--- src/rtl/oldland_bus_arbiter.sv ---
// Round-robin arbiter sharing one memory bus between the instruction-fetch
// port and the data port, with a registered request/ack handshake and a
// bus timeout so a silent slave cannot stall the pipeline forever.
module oldland_bus_arbiter #(
    parameter int unsigned TIMEOUT = 16
) (
    input  logic        clk,
    input  logic        rst_n,
    input  logic        i_req,
    input  logic [31:0] i_addr,
    output logic        i_ack,
    output logic        i_err,
    output logic [31:0] i_rd_data,
    input  logic        d_req,
    input  logic [31:0] d_addr,
    input  logic        d_wr_en,
    input  logic [31:0] d_wr_data,
    input  logic [3:0]  d_bytesel,
    output logic        d_ack,
    output logic        d_err,
    output logic [31:0] d_rd_data,
    output logic        m_access,
    output logic [31:0] m_addr,
    output logic        m_wr_en,
    output logic [31:0] m_wr_data,
    output logic [3:0]  m_bytesel,
    input  logic        m_ack,
    input  logic [31:0] m_rd_data
);

    localparam int CW = (TIMEOUT > 1) ? $clog2(TIMEOUT) : 1;
    localparam logic [CW-1:0] TO_LAST = (TIMEOUT == 0) ? '0 : CW'(TIMEOUT - 1);

    typedef enum logic [1:0] {
        IDLE = 2'd0,
        BUSY = 2'd1,
        RESP = 2'd2
    } state_t;

    state_t        state, state_n;
    // last_grant doubles as "current owner" while BUSY: 0 = fetch, 1 = data
    logic          last_grant, last_grant_n;
    logic [CW-1:0] cnt, cnt_n;

    logic          i_ack_n, i_err_n, d_ack_n, d_err_n;
    logic [31:0]   i_rd_data_n, d_rd_data_n;
    logic          m_access_n, m_wr_en_n;
    logic [31:0]   m_addr_n, m_wr_data_n;
    logic [3:0]    m_bytesel_n;

    logic          pick_d;
    logic          timeout_hit;

    // On a tie the port that did not own the bus last time wins
    assign pick_d      = d_req && (!i_req || !last_grant);
    assign timeout_hit = (TIMEOUT != 0) && (cnt == TO_LAST);

    // Next-state and next-output logic; acks default low so they last one cycle
    always_comb begin
        state_n      = state;
        last_grant_n = last_grant;
        cnt_n        = cnt;
        i_ack_n      = 1'b0;
        i_err_n      = 1'b0;
        d_ack_n      = 1'b0;
        d_err_n      = 1'b0;
        i_rd_data_n  = i_rd_data;
        d_rd_data_n  = d_rd_data;
        m_access_n   = m_access;
        m_addr_n     = m_addr;
        m_wr_en_n    = m_wr_en;
        m_wr_data_n  = m_wr_data;
        m_bytesel_n  = m_bytesel;

        unique case (state)
            IDLE: begin
                if (i_req || d_req) begin
                    state_n      = BUSY;
                    last_grant_n = pick_d;
                    cnt_n        = '0;
                    m_access_n   = 1'b1;
                    if (pick_d) begin
                        m_addr_n    = d_addr;
                        m_wr_en_n   = d_wr_en;
                        m_wr_data_n = d_wr_data;
                        m_bytesel_n = d_bytesel;
                    end else begin
                        m_addr_n    = i_addr;
                        m_wr_en_n   = 1'b0;
                        m_wr_data_n = '0;
                        m_bytesel_n = 4'b1111;
                    end
                end
            end
            BUSY: begin
                cnt_n = cnt + 1'b1;
                // A slave ack in the expiry cycle still counts as success
                if (m_ack) begin
                    state_n    = RESP;
                    m_access_n = 1'b0;
                    if (last_grant) begin
                        d_ack_n     = 1'b1;
                        d_rd_data_n = m_wr_en ? 32'd0 : m_rd_data;
                    end else begin
                        i_ack_n     = 1'b1;
                        i_rd_data_n = m_rd_data;
                    end
                end else if (timeout_hit) begin
                    state_n    = RESP;
                    m_access_n = 1'b0;
                    if (last_grant) begin
                        d_ack_n     = 1'b1;
                        d_err_n     = 1'b1;
                        d_rd_data_n = '0;
                    end else begin
                        i_ack_n     = 1'b1;
                        i_err_n     = 1'b1;
                        i_rd_data_n = '0;
                    end
                end
            end
            RESP: begin
                state_n = IDLE;
            end
            default: begin
                state_n = IDLE;
            end
        endcase
    end

    // State, arbitration history, timeout counter and all registered outputs
    always_ff @(posedge clk or negedge rst_n) begin
        if (!rst_n) begin
            state      <= IDLE;
            last_grant <= 1'b0;
            cnt        <= '0;
            i_ack      <= 1'b0;
            i_err      <= 1'b0;
            i_rd_data  <= '0;
            d_ack      <= 1'b0;
            d_err      <= 1'b0;
            d_rd_data  <= '0;
            m_access   <= 1'b0;
            m_addr     <= '0;
            m_wr_en    <= 1'b0;
            m_wr_data  <= '0;
            m_bytesel  <= '0;
        end else begin
            state      <= state_n;
            last_grant <= last_grant_n;
            cnt        <= cnt_n;
            i_ack      <= i_ack_n;
            i_err      <= i_err_n;
            i_rd_data  <= i_rd_data_n;
            d_ack      <= d_ack_n;
            d_err      <= d_err_n;
            d_rd_data  <= d_rd_data_n;
            m_access   <= m_access_n;
            m_addr     <= m_addr_n;
            m_wr_en    <= m_wr_en_n;
            m_wr_data  <= m_wr_data_n;
            m_bytesel  <= m_bytesel_n;
        end
    end

endmodule

--- config.mk ---
export PLATFORM = sky130hd
export DESIGN_NAME = oldland_bus_arbiter
export DESIGN_NICKNAME = d
export VERILOG_FILES = /design/src/rtl/oldland_bus_arbiter.sv
export SDC_FILE = /design/constraint.sdc
export NUM_CORES = 1
export LEC_CHECK = 0
export CAP_MARGIN = 20
export CELL_PAD_IN_SITES_DETAIL_PLACEMENT = 0
export CELL_PAD_IN_SITES_GLOBAL_PLACEMENT = 1
export CORE_UTILIZATION = 29
export CTS_BUF_LIST = sky130_fd_sc_hd__clkbuf_8 sky130_fd_sc_hd__clkbuf_16
export DETAILED_ROUTE_END_ITERATION = 10
export PLACE_DENSITY_LB_ADDON = 0.1
export SLEW_MARGIN = 20
export SYNTH_ARGS = -nofsm -noshare
export SYNTH_HDL_FRONTEND = slang
export SYNTH_SLANG_ARGS = --single-unit
--- constraint.sdc ---
create_clock -name clk -period 1.55 [get_ports clk]
set_input_delay 0.31 -clock clk [delete_from_list [all_inputs] [get_ports clk]]
set_output_delay 0.31 -clock clk [all_outputs]
set_load 0.005 [all_outputs]
==> results.json, run 1 <==
{
  "mostFrequentLayoutCells": "143 x dfrtp_1, 138 x dlygate4sd2_1, 135 x clkdlybuf4s50_1, 64 x a32o_1, 39 x mux2_4",
  "synth-edff-count": 0,
  "crit_top_cell": "mux2_4",
  "fin_util_pct": 50.9,
  "pin_count": 276,
  "ctsLongestPathBuffers": 2,
  "final_common_cell": "dfrtp_1",
  "highest_layer": "met4",
  "portBuffers": 275,
  "num_antenna_cells": 0,
  "rows": 51,
  "cts_root_buffer": "clkbuf_16",
  "wirelength_um": 17900,
  "dpl.hpwl_um": 11500,
  "syn_area_um2": 5730,
  "globalRouteOverflowTotal": 0,
  "cts_made_buffers": 17,
  "path_clk_slew_ns": 0.06,
  "vias": 4649,
  "violations": "negative setup slack",
  "postRouteAntennaNets": 0,
  "layout.nets": 828,
  "critPathArrivalTime_ns": 1.89,
  "hp-class": "input pin to flip-flop",
  "end_kind": "flip-flop",
  "grt_antenna_before_repair": 0,
  "synth_seq_cells": 145,
  "crit_required_ns": 1.85,
  "cap_viol_max_count": 0,
  "fp.dieH_um": 143,
  "p_leak_uw": 0.00463,
  "synth_warnings": 0,
  "yosys.area.top_type_share_pct": 63.3,
  "crit_path_start_kind": "flip-flop",
  "crit_start": "last_grant",
  "grt_pass1_vias": 4816,
  "setup_viol": 27,
  "final-hold-violation-count": 0,
  "grt_start_max_net_pins": 67,
  "path_max_fanout": 8,
  "viasPerCell": 4.81,
  "fin_crit_sh_pct": 103,
  "ir_worst_vdd_mv": 0.944,
  "finalSetupTns_ns": -0.501,
  "r2r_start": "last_grant",
  "wl_met3_um": 1470,
  "synth.area.top_cells": "dfrtp_1 63%, a32o_1 11%, mux2_2 6.9%, mux2_1 5.7%, a22o_1 5.0%",
  "yosysTopAreaCell": "dfrtp_1",
  "total_power_uw": 18100,
  "rsz0062_at_grt": "true",
  "synth_ff_type": "dfrtp_1",
  "clk_latency_ns": 0.42,
  "tightest_slew_ns": 0.359,
  "drc_errors": 0,
  "final.setup.worst_slack_ns": -0.0433,
  "grt_first_pass_wirelength_um": 26300,
  "grt.total_usage_pct": 17.0,
  "area_delta_synth_final_pct": 72.3,
  "period_needed_ns": 1.59,
  "htreeDepth": 4,
  "crit_type": "flip-flop to flip-flop",
  "dieWidth_um": 143,
  "drive_gt1_share_pct": 20.8,
  "synthDistinctLibCells": 35,
  "status": "complete, but fails checks",
  "start_util_pct": 29.6,
  "firstDrtPassIters": 5,
  "cts.sinks": 145,
  "maxSlewViolCount": 0,
  "drt_iter0_drc": 170,
  "skew_ns": 0.0119,
  "crit_chain": "a21boi_4 -> buf_12 -> clkbuf_16 -> mux2_4 -> mux2_4",
  "drt-met1-wl_um": 7510,
  "timing.max_slew.rel_slack_pct": 76.0,
  "num-fill-cells": 1767,
  "avgSynthCellArea_um2": 15.0,
  "synth_fp_nets": 522,
  "cts_tree": "done",
  "ys_seq_area_share_pct": 63.3,
  "min_from": "m_ack",
  "timing.critical_path.slowest_cell_delay_ns": 0.43,
  "syn_inst": 383,
  "wl_met2_um": 8750,
  "fmax_ghz": 0.628,
  "die-area_um2": 20300,
  "avgRoutedWirePerCell_um": 18.5,
  "gp_congestion": 0.727,
  "coreArea_um2": 19400,
  "p_per_area_nw_per_um2": 1830,
  "async_flop_share_pct": 100,
  "critPathSlowestCell": "dfrtp_2"
}
## report_power, final
group          switching, uW  internal [uW]
combinational           2910           4550
clock                   1660           2600
sequential               887           5500
## cell families after synthesis
group / Yosys count / share of synthesized area (%)
AOI/OAI and AO/OA: 112 / 18.3
xor gates and xnor gates: 1 / 0.153
adders and majority gates: 1 / 0.218
buffers and inverters: 39 / 3.40
DFF: 145 / 63.3
muxes: 64 / 12.6
and+or+nand+nor: 21 / 2.05
## cell type report
cell class | count | area, um^2 | area share (%)
Multi-Input combinational cell | 199 | 2100 | 21.3
Inverter | 4 | 15.0 | 0.152
Tap cell | 265 | 332 | 3.36
Timing Repair Buffer | 322 | 3180 | 32.2
Sequential cell | 145 | 3630 | 36.8
Clock inverter | 14 | 176 | 1.79
Clock buffer | 18 | 439 | 4.45
## Yosys cell counts, drive strengths merged, types with 2 or more instances
master / number
o22ai: 2
clkbuf: 16
nand2b: 2
nand2: 4
mux2: 64
inv: 4
a22o: 33
buf: 19
nand3: 2
o21ai: 3
nor3b: 3
o22a: 4
a32o: 64
nor2: 4
dfrtp: 145
## flip-flops by register name (all words and copies together) (netlist names)
name / flops
cnt: 4
i_ack: 1
d_rd_data: 32
i_rd_data: 32
i_err: 1
m_wr_en: 1
m_bytesel: 4
m_access: 1
m_addr: 32
d_err: 1
d_ack: 1
m_wr_data: 32
state: 2
last_grant: 1
## through the flow
step / hold WS, ns / setup slack, ns / std cells / area, um^2
2_1_floorplan: 0.0144 / 0.00651 / 383 / 5730
3_3_place_gp: 0.224 / -0.414 / 911 / 8960
3_5_place_dp: 0.230 / -0.456 / 911 / 8960
4_1_cts: 0.255 / -0.0780 / 956 / 9510
5_1_grt: 0.276 / -0.0887 / 967 / 9880
6_report: 0.269 / -0.0433 / 967 / 9880
## critical path, delay by kind of cell (launching register included)
| kind | cells | cell delay [ns] |
|---|---|---|
| flops | 1 | 0.43 |
| compound gates | 1 | 0.15 |
| buf+inv | 2 | 0.32 |
| mux | 2 | 0.56 |
## path summary, 6_finish.rpt
kind	to	slack, ns	cells past startpoint
min in group asynchronous	m_addr[27]	0.37	2
min reg2reg	i_rd_data[2]	0.48	1
max in group asynchronous	i_rd_data[11]	0.61	3
max reg2reg	m_addr[25]	-0.04	5
max	m_addr[25]	-0.04	5
min	state[0]	0.27	3
## layer usage
metal	vias to the layer above	track usage, %
li1	2113	-
met1	2350	20.4
met2	176	27.8
met3	10	6.93
met4	0	4.70
met5	-	0
## repair_timing
item / 4_1_cts / 5_1_grt
cloned: 0 / 7
gates resized for setup: 138 / 50
endpoints found under the setup margin: 170 / 127
hold buffers: 1 / 0
hold endpoints to repair: 31 / 0
pin swaps: 0 / 3
buffers inserted: 12 / 4
(Power assumes the default switching activity.)
==> inputs of run 2 (changes only) <==
==> constraint.sdc (replaced) <==
create_clock -name clk -period 1.55 [get_ports clk]
set_input_delay 0.31 -clock clk [delete_from_list [all_inputs] [get_ports clk]]
set_output_delay 0.31 -clock clk [all_outputs]
set_load 0.02 [all_outputs]
==> results.json, run 2 (same netlist as run 1, synthesis figures left out) <==
{
  "status": "complete, but fails checks",
  "violations": "negative setup slack",
  "htreeDepth": 4,
  "crit_top_cell": "mux2_4",
  "postRouteAntennaNets": 0,
  "die-area_um2": 20300,
  "grt_pass1_vias": 4770,
  "p_per_area_nw_per_um2": 2020,
  "cpLargestDelayFamily": "multiplexers",
  "critPathSlowestCell": "dfrtp_2",
  "ctsLongestPathBuffers": 2,
  "crit_path_start_kind": "flip-flop",
  "globalRouteOverflowTotal": 0,
  "end_kind": "flip-flop",
  "cts_made_buffers": 17,
  "viasPerCell": 4.82,
  "holdWs_ns": 0.267,
  "crit_type": "flip-flop to flip-flop",
  "gp_congestion": 0.727,
  "num_antenna_cells": 0,
  "fp.dieH_um": 143,
  "instances_no_fill": 955,
  "final-hold-violation-count": 0,
  "grt_start_max_net_pins": 67,
  "layout.nets": 816,
  "maxSlewViolCount": 0,
  "cap_viol_max_count": 0,
  "crit_required_ns": 1.85,
  "reg2reg_slack_ns": -0.04,
  "num-fill-cells": 1770,
  "dieWidth_um": 143,
  "drive_gt1_share_pct": 19.4,
  "tightest_slew_ns": 0.358,
  "clk_latency_ns": 0.42,
  "cp.buffers_inverters": 2,
  "ir_worst_vdd_mv": 0.940,
  "crit_chain": "a21boi_4 -> buf_12 -> clkbuf_16 -> mux2_4 -> mux2_4",
  "portBuffers": 275,
  "start_util_pct": 29.6,
  "cp.depth": 5,
  "drt_iter0_drc": 177,
  "crit_start": "last_grant",
  "grt.total_usage_pct": 16.8,
  "skew_ns": 0.0102,
  "period_needed_ns": 1.59,
  "mostFrequentLayoutCells": "143 x dfrtp_1, 137 x dlygate4sd2_1, 135 x clkdlybuf4s50_1, 64 x a32o_1, 39 x mux2_4",
  "total_power_uw": 19800,
  "drc_errors": 0,
  "firstDrtPassIters": 4,
  "rows": 51,
  "area_delta_synth_final_pct": 70.7,
  "pin_count": 276,
  "final.setup.worst_slack_ns": -0.0438,
  "vias": 4605,
  "dpl.hpwl_um": 11500,
  "fin_crit_sh_pct": 103,
  "path_max_fanout": 8,
  "fin_util_pct": 50.5,
  "timing.max_slew.rel_slack_pct": 76.1,
  "timing.critical_path.slowest_cell_delay_ns": 0.43,
  "r2r_start": "last_grant",
  "coreArea_um2": 19400,
  "endpoint": "m_addr[25]",
  "cts_tree": "done",
  "avgRoutedWirePerCell_um": 18.6,
  "wirelength_um": 17800,
  "fmax_ghz": 0.627,
  "critPathArrivalTime_ns": 1.89,
  "cts_root_buffer": "clkbuf_16",
  "grt_first_pass_wirelength_um": 26200,
  "dp.cells": 911,
  "setup_viol": 28,
  "final_common_cell": "dfrtp_1",
  "rsz0062_at_grt": "true",
  "cts.sinks": 145,
  "r2r_cells": 5,
  "reg2reg_to": "m_addr[25]",
  "p_leak_uw": 0.00456,
  "hp-class": "input pin to flip-flop",
  "grt_antenna_before_repair": 0,
  "path_clk_slew_ns": 0.06
}
## run 2: changes by cell type in the layout (fill, tap and decap cells not counted)
cell,delta
buf_4,-12
dlygate4sd2_1,-1
clkdlybuf4s15_1,+1
## run 2: where the power goes
group	leakage (uW)	switching (uW)	internal [uW]	total (uW)
Sequential	0.00180	901	5500	6400
Combinational	0.00246	4730	4390	9120
Clock	0.000298	1660	2600	4250
## run 2: routing by layer
layer | up-vias | global-route usage (%) | routed length (um)
met4 | 0 | 4.70 | 140
met5 | - | 0 | 0
li1 | 2090 | - | -
met3 | 10 | 6.93 | 1440
met1 | 2335 | 20.4 | 7540
met2 | 170 | 27.5 | 8670
## run 2: cell type report
| cell class | instances | area [um^2] | share of cell area (%) |
|---|---|---|---|
| multi-input cells | 199 | 2100 | 21.4 |
| repair buffers | 310 | 3100 | 31.6 |
| well taps | 265 | 332 | 3.39 |
| clock inverters | 14 | 176 | 1.80 |
| flip-flops and latches | 145 | 3630 | 37.1 |
| inverters | 4 | 15.0 | 0.153 |
| clock buffers | 18 | 439 | 4.49 |
## run 2: worst min path at each step
stage           from          to  slack (ns)  cells after the start
2_1_floorplan  rst_n      cnt[0]        0.01                      0
3_3_place_gp   rst_n  m_addr[27]        0.22                      1
3_5_place_dp   rst_n  m_addr[27]        0.23                      1
4_1_cts        m_ack    state[0]        0.25                      3
5_1_grt        m_ack    state[0]        0.28                      3
6_report       m_ack    state[0]        0.27                      3
## run 2: timing repair
item | in CTS | in global routing
gates cloned | 0 | 7
hold buffers | 1 | 0
gates resized for setup | 138 | 51
pin swaps | 0 | 3
hold endpoints to repair | 31 | 0
setup buffers | 0 | 4
endpoints found under the setup margin | 170 | 128
## run 2: worst min-delay path, stage by stage
cell	delay (ns)
buf_2	0.12
a31o_4	0.13
o21ai_0	0.07
## run 2: per-stage QoR
stage / TNS, ns / worst slack [ns] / instance area, um^2
floorplan: 0 / 0.00651 / 5730
global placement: -23.87 / -0.414 / 8960
detailed placement: -25.97 / -0.456 / 8960
CTS: -1.50 / -0.0780 / 9420
global route: -1.96 / -0.0887 / 9790
finish: -0.512 / -0.0438 / 9790
==> inputs of run 3 (changes only) <==
--- a/config.mk
+++ b/config.mk
@@ -8,7 +8,7 @@
 export CAP_MARGIN = 20
 export CELL_PAD_IN_SITES_DETAIL_PLACEMENT = 0
 export CELL_PAD_IN_SITES_GLOBAL_PLACEMENT = 1
-export CORE_UTILIZATION = 29
+export CORE_UTILIZATION = 34
 export CTS_BUF_LIST = sky130_fd_sc_hd__clkbuf_8 sky130_fd_sc_hd__clkbuf_16
 export DETAILED_ROUTE_END_ITERATION = 10
 export PLACE_DENSITY_LB_ADDON = 0.1
==> constraint.sdc (replaced) <==
create_clock -name clk -period 1.9 [get_ports clk]
set_input_delay 0.38 -clock clk [delete_from_list [all_inputs] [get_ports clk]]
set_output_delay 0.38 -clock clk [all_outputs]
set_load 0.02 [all_outputs]
==> results.json, run 3 (same netlist as run 1, synthesis figures left out) <==
{
  "pin_count": 276,
  "rows": 47,
  "dpl.hpwl_um": 11300,
  "cts.sinks": 145,
  "dieWidth_um": 132,
  "firstDrtPassIters": 4,
  "critPathSlowestCell": "clkdlybuf4s50_1",
  "ir_worst_vdd_mv": 0.824,
  "layout.nets": 803,
  "drc_errors": 0,
  "cp.buffers_inverters": 1,
  "crit_path_start_kind": "flip-flop",
  "clock_power_share_pct": 21.1,
  "pwr-share-seq_pct": 32.1,
  "postCtsSetupBuffers": 0,
  "ctsLongestPathBuffers": 2,
  "min_path_cells": 3,
  "tightest_slew_ns": 0.677,
  "vias": 4510,
  "period_needed_ns": 1.80,
  "crit_required_ns": 1.52,
  "rsz0062_at_grt": "false",
  "grt_start_max_net_pins": 67,
  "cpLargestDelayFamily": "buffers and inverters",
  "portBuffers": 275,
  "num_antenna_cells": 0,
  "end_kind": "primary output",
  "mostFrequentLayoutCells": "272 x clkdlybuf4s50_1, 145 x dfrtp_1, 64 x a32o_1, 35 x mux2_2, 33 x a22o_1",
  "grt.total_usage_pct": 19.4,
  "num-fill-cells": 1364,
  "grt_pass1_vias": 4800,
  "htreeDepth": 4,
  "cts_tree": "done",
  "final_common_cell": "clkdlybuf4s50_1",
  "dp.cells": 864,
  "power.switching_uw": 5810,
  "timing.max_slew.rel_slack_pct": 54.8,
  "grt_antenna_before_repair": 0,
  "crit_type": "flip-flop to primary output",
  "skew_ns": 0.00752,
  "globalRouteOverflowTotal": 0,
  "timing.critical_path.slowest_cell_delay_ns": 0.63,
  "start_util_pct": 34.7,
  "crit_chain": "clkdlybuf4s50_1",
  "coreArea_um2": 16500,
  "fin_util_pct": 57.4,
  "fmax_ghz": 0.556,
  "avgRoutedWirePerCell_um": 17.9,
  "gp_congestion": 0.737,
  "combinationalPowerShare_pct": 46.8,
  "maxSlewViolCount": 0,
  "final-hold-violation-count": 0,
  "cp.depth": 1,
  "r2r_cells": 4,
  "instances_no_fill": 897,
  "p_int_uw": 10700,
  "status": "finished, final reports clean",
  "wirelength_um": 16100,
  "viasPerCell": 5.03,
  "path_max_fanout": 2,
  "p_leak_uw": 0.00394,
  "power.share.switching_pct": 35.3,
  "critPathArrivalTime_ns": 1.42,
  "cts_made_buffers": 17,
  "grt_first_pass_wirelength_um": 26100,
  "drt_iter0_drc": 202,
  "setup_viol": 0,
  "drive_gt1_share_pct": 14.2,
  "die-area_um2": 17400,
  "area_delta_synth_final_pct": 65.4,
  "path_clk_slew_ns": 0.06,
  "cts_root_buffer": "clkbuf_16",
  "postRouteAntennaNets": 0,
  "fin_crit_sh_pct": 94.7,
  "total_power_uw": 16500,
  "fp.dieH_um": 132,
  "hp-class": "input pin to flip-flop",
  "clk_latency_ns": 0.42,
  "p_per_area_nw_per_um2": 1740,
  "cap_viol_max_count": 0
}
run 3: cell count changes in the layout (fill, tap and decap cells not counted), moves of 2 or more:
| cell | before | now |
|---|---|---|
| dfrtp_2 | 2 | 0 |
| dfrtp_1 | 143 | 145 |
| dlygate4sd2_1 | 137 | 1 |
| mux2_4 | 39 | 0 |
| clkdlybuf4s50_1 | 135 | 272 |
| mux2_1 | 10 | 29 |
| clkbuf_16 | 22 | 17 |
| buf_6 | 3 | 1 |
| buf_12 | 12 | 8 |
| mux2_2 | 15 | 35 |
run 3: layer usage:
metal	GRT usage, %	wire, um	vias to the layer above
li1	-	-	2054
met1	23.7	6670	2261
met4	7.17	279	0
met3	6.19	1100	19
met2	32.2	8050	176
met5	0	0	-
run 3: power groups by stage:
| stage | clock network, uW | registers (uW) | logic, uW |
|---|---|---|---|
| 2_1_floorplan | 0 | 6870 | 2320 |
| 6_report | 3480 | 5280 | 7720 |
| 3_5_place_dp | 0 | 5320 | 7820 |
| 4_1_cts | 3570 | 5300 | 7830 |
| 5_1_grt | 3680 | 5470 | 8180 |
| 3_3_place_gp | 0 | 5270 | 7710 |
run 3: path summary, 6_finish.rpt:
| path | startpoint | end | slack (ns) |
|---|---|---|---|
| max | m_wr_data[4] | m_wr_data[4] | 0.10 |
| min | m_ack | state[0] | 0.32 |
| max reg2reg | last_grant | m_addr[1] | 0.21 |
| min reg2reg | d_rd_data[23] | d_rd_data[23] | 0.49 |
| max in group asynchronous | rst_n | d_rd_data[21] | 0.94 |
| min in group asynchronous | rst_n | m_addr[22] | 0.38 |
run 3: timing repair:
item	in CTS	in global routing
hold buffers	1	0
gates resized for setup	1	0
endpoints found under the hold margin	21	0
setup endpoints to repair	1	0
run 3: cell type report:
cell class / instances / area (um^2) / share of cell area (%)
timing repair buffer: 297 / 3020 / 31.8
multi-input combinational: 199 / 1930 / 20.3
sequential: 145 / 3630 / 38.3
inverter: 4 / 15.0 / 0.158
clock inverter: 14 / 179 / 1.89
tap: 220 / 275 / 2.90
clock buffer: 18 / 439 / 4.63
run 3: per-stage QoR:
| step | hold WS, ns | instance area (um^2) | setup WS (ns) | TNS, ns |
|---|---|---|---|---|
| detailed placement | 0.259 | 8850 | -0.170 | -4.11 |
| CTS | 0.311 | 9480 | 0.0736 | 0 |
| floorplan | 0.0844 | 5730 | 0.357 | 0 |
| finish | 0.320 | 9480 | 0.101 | 0 |
| global route | 0.366 | 9480 | 0.0404 | 0 |
| global placement | 0.258 | 8850 | -0.134 | -3.01 |
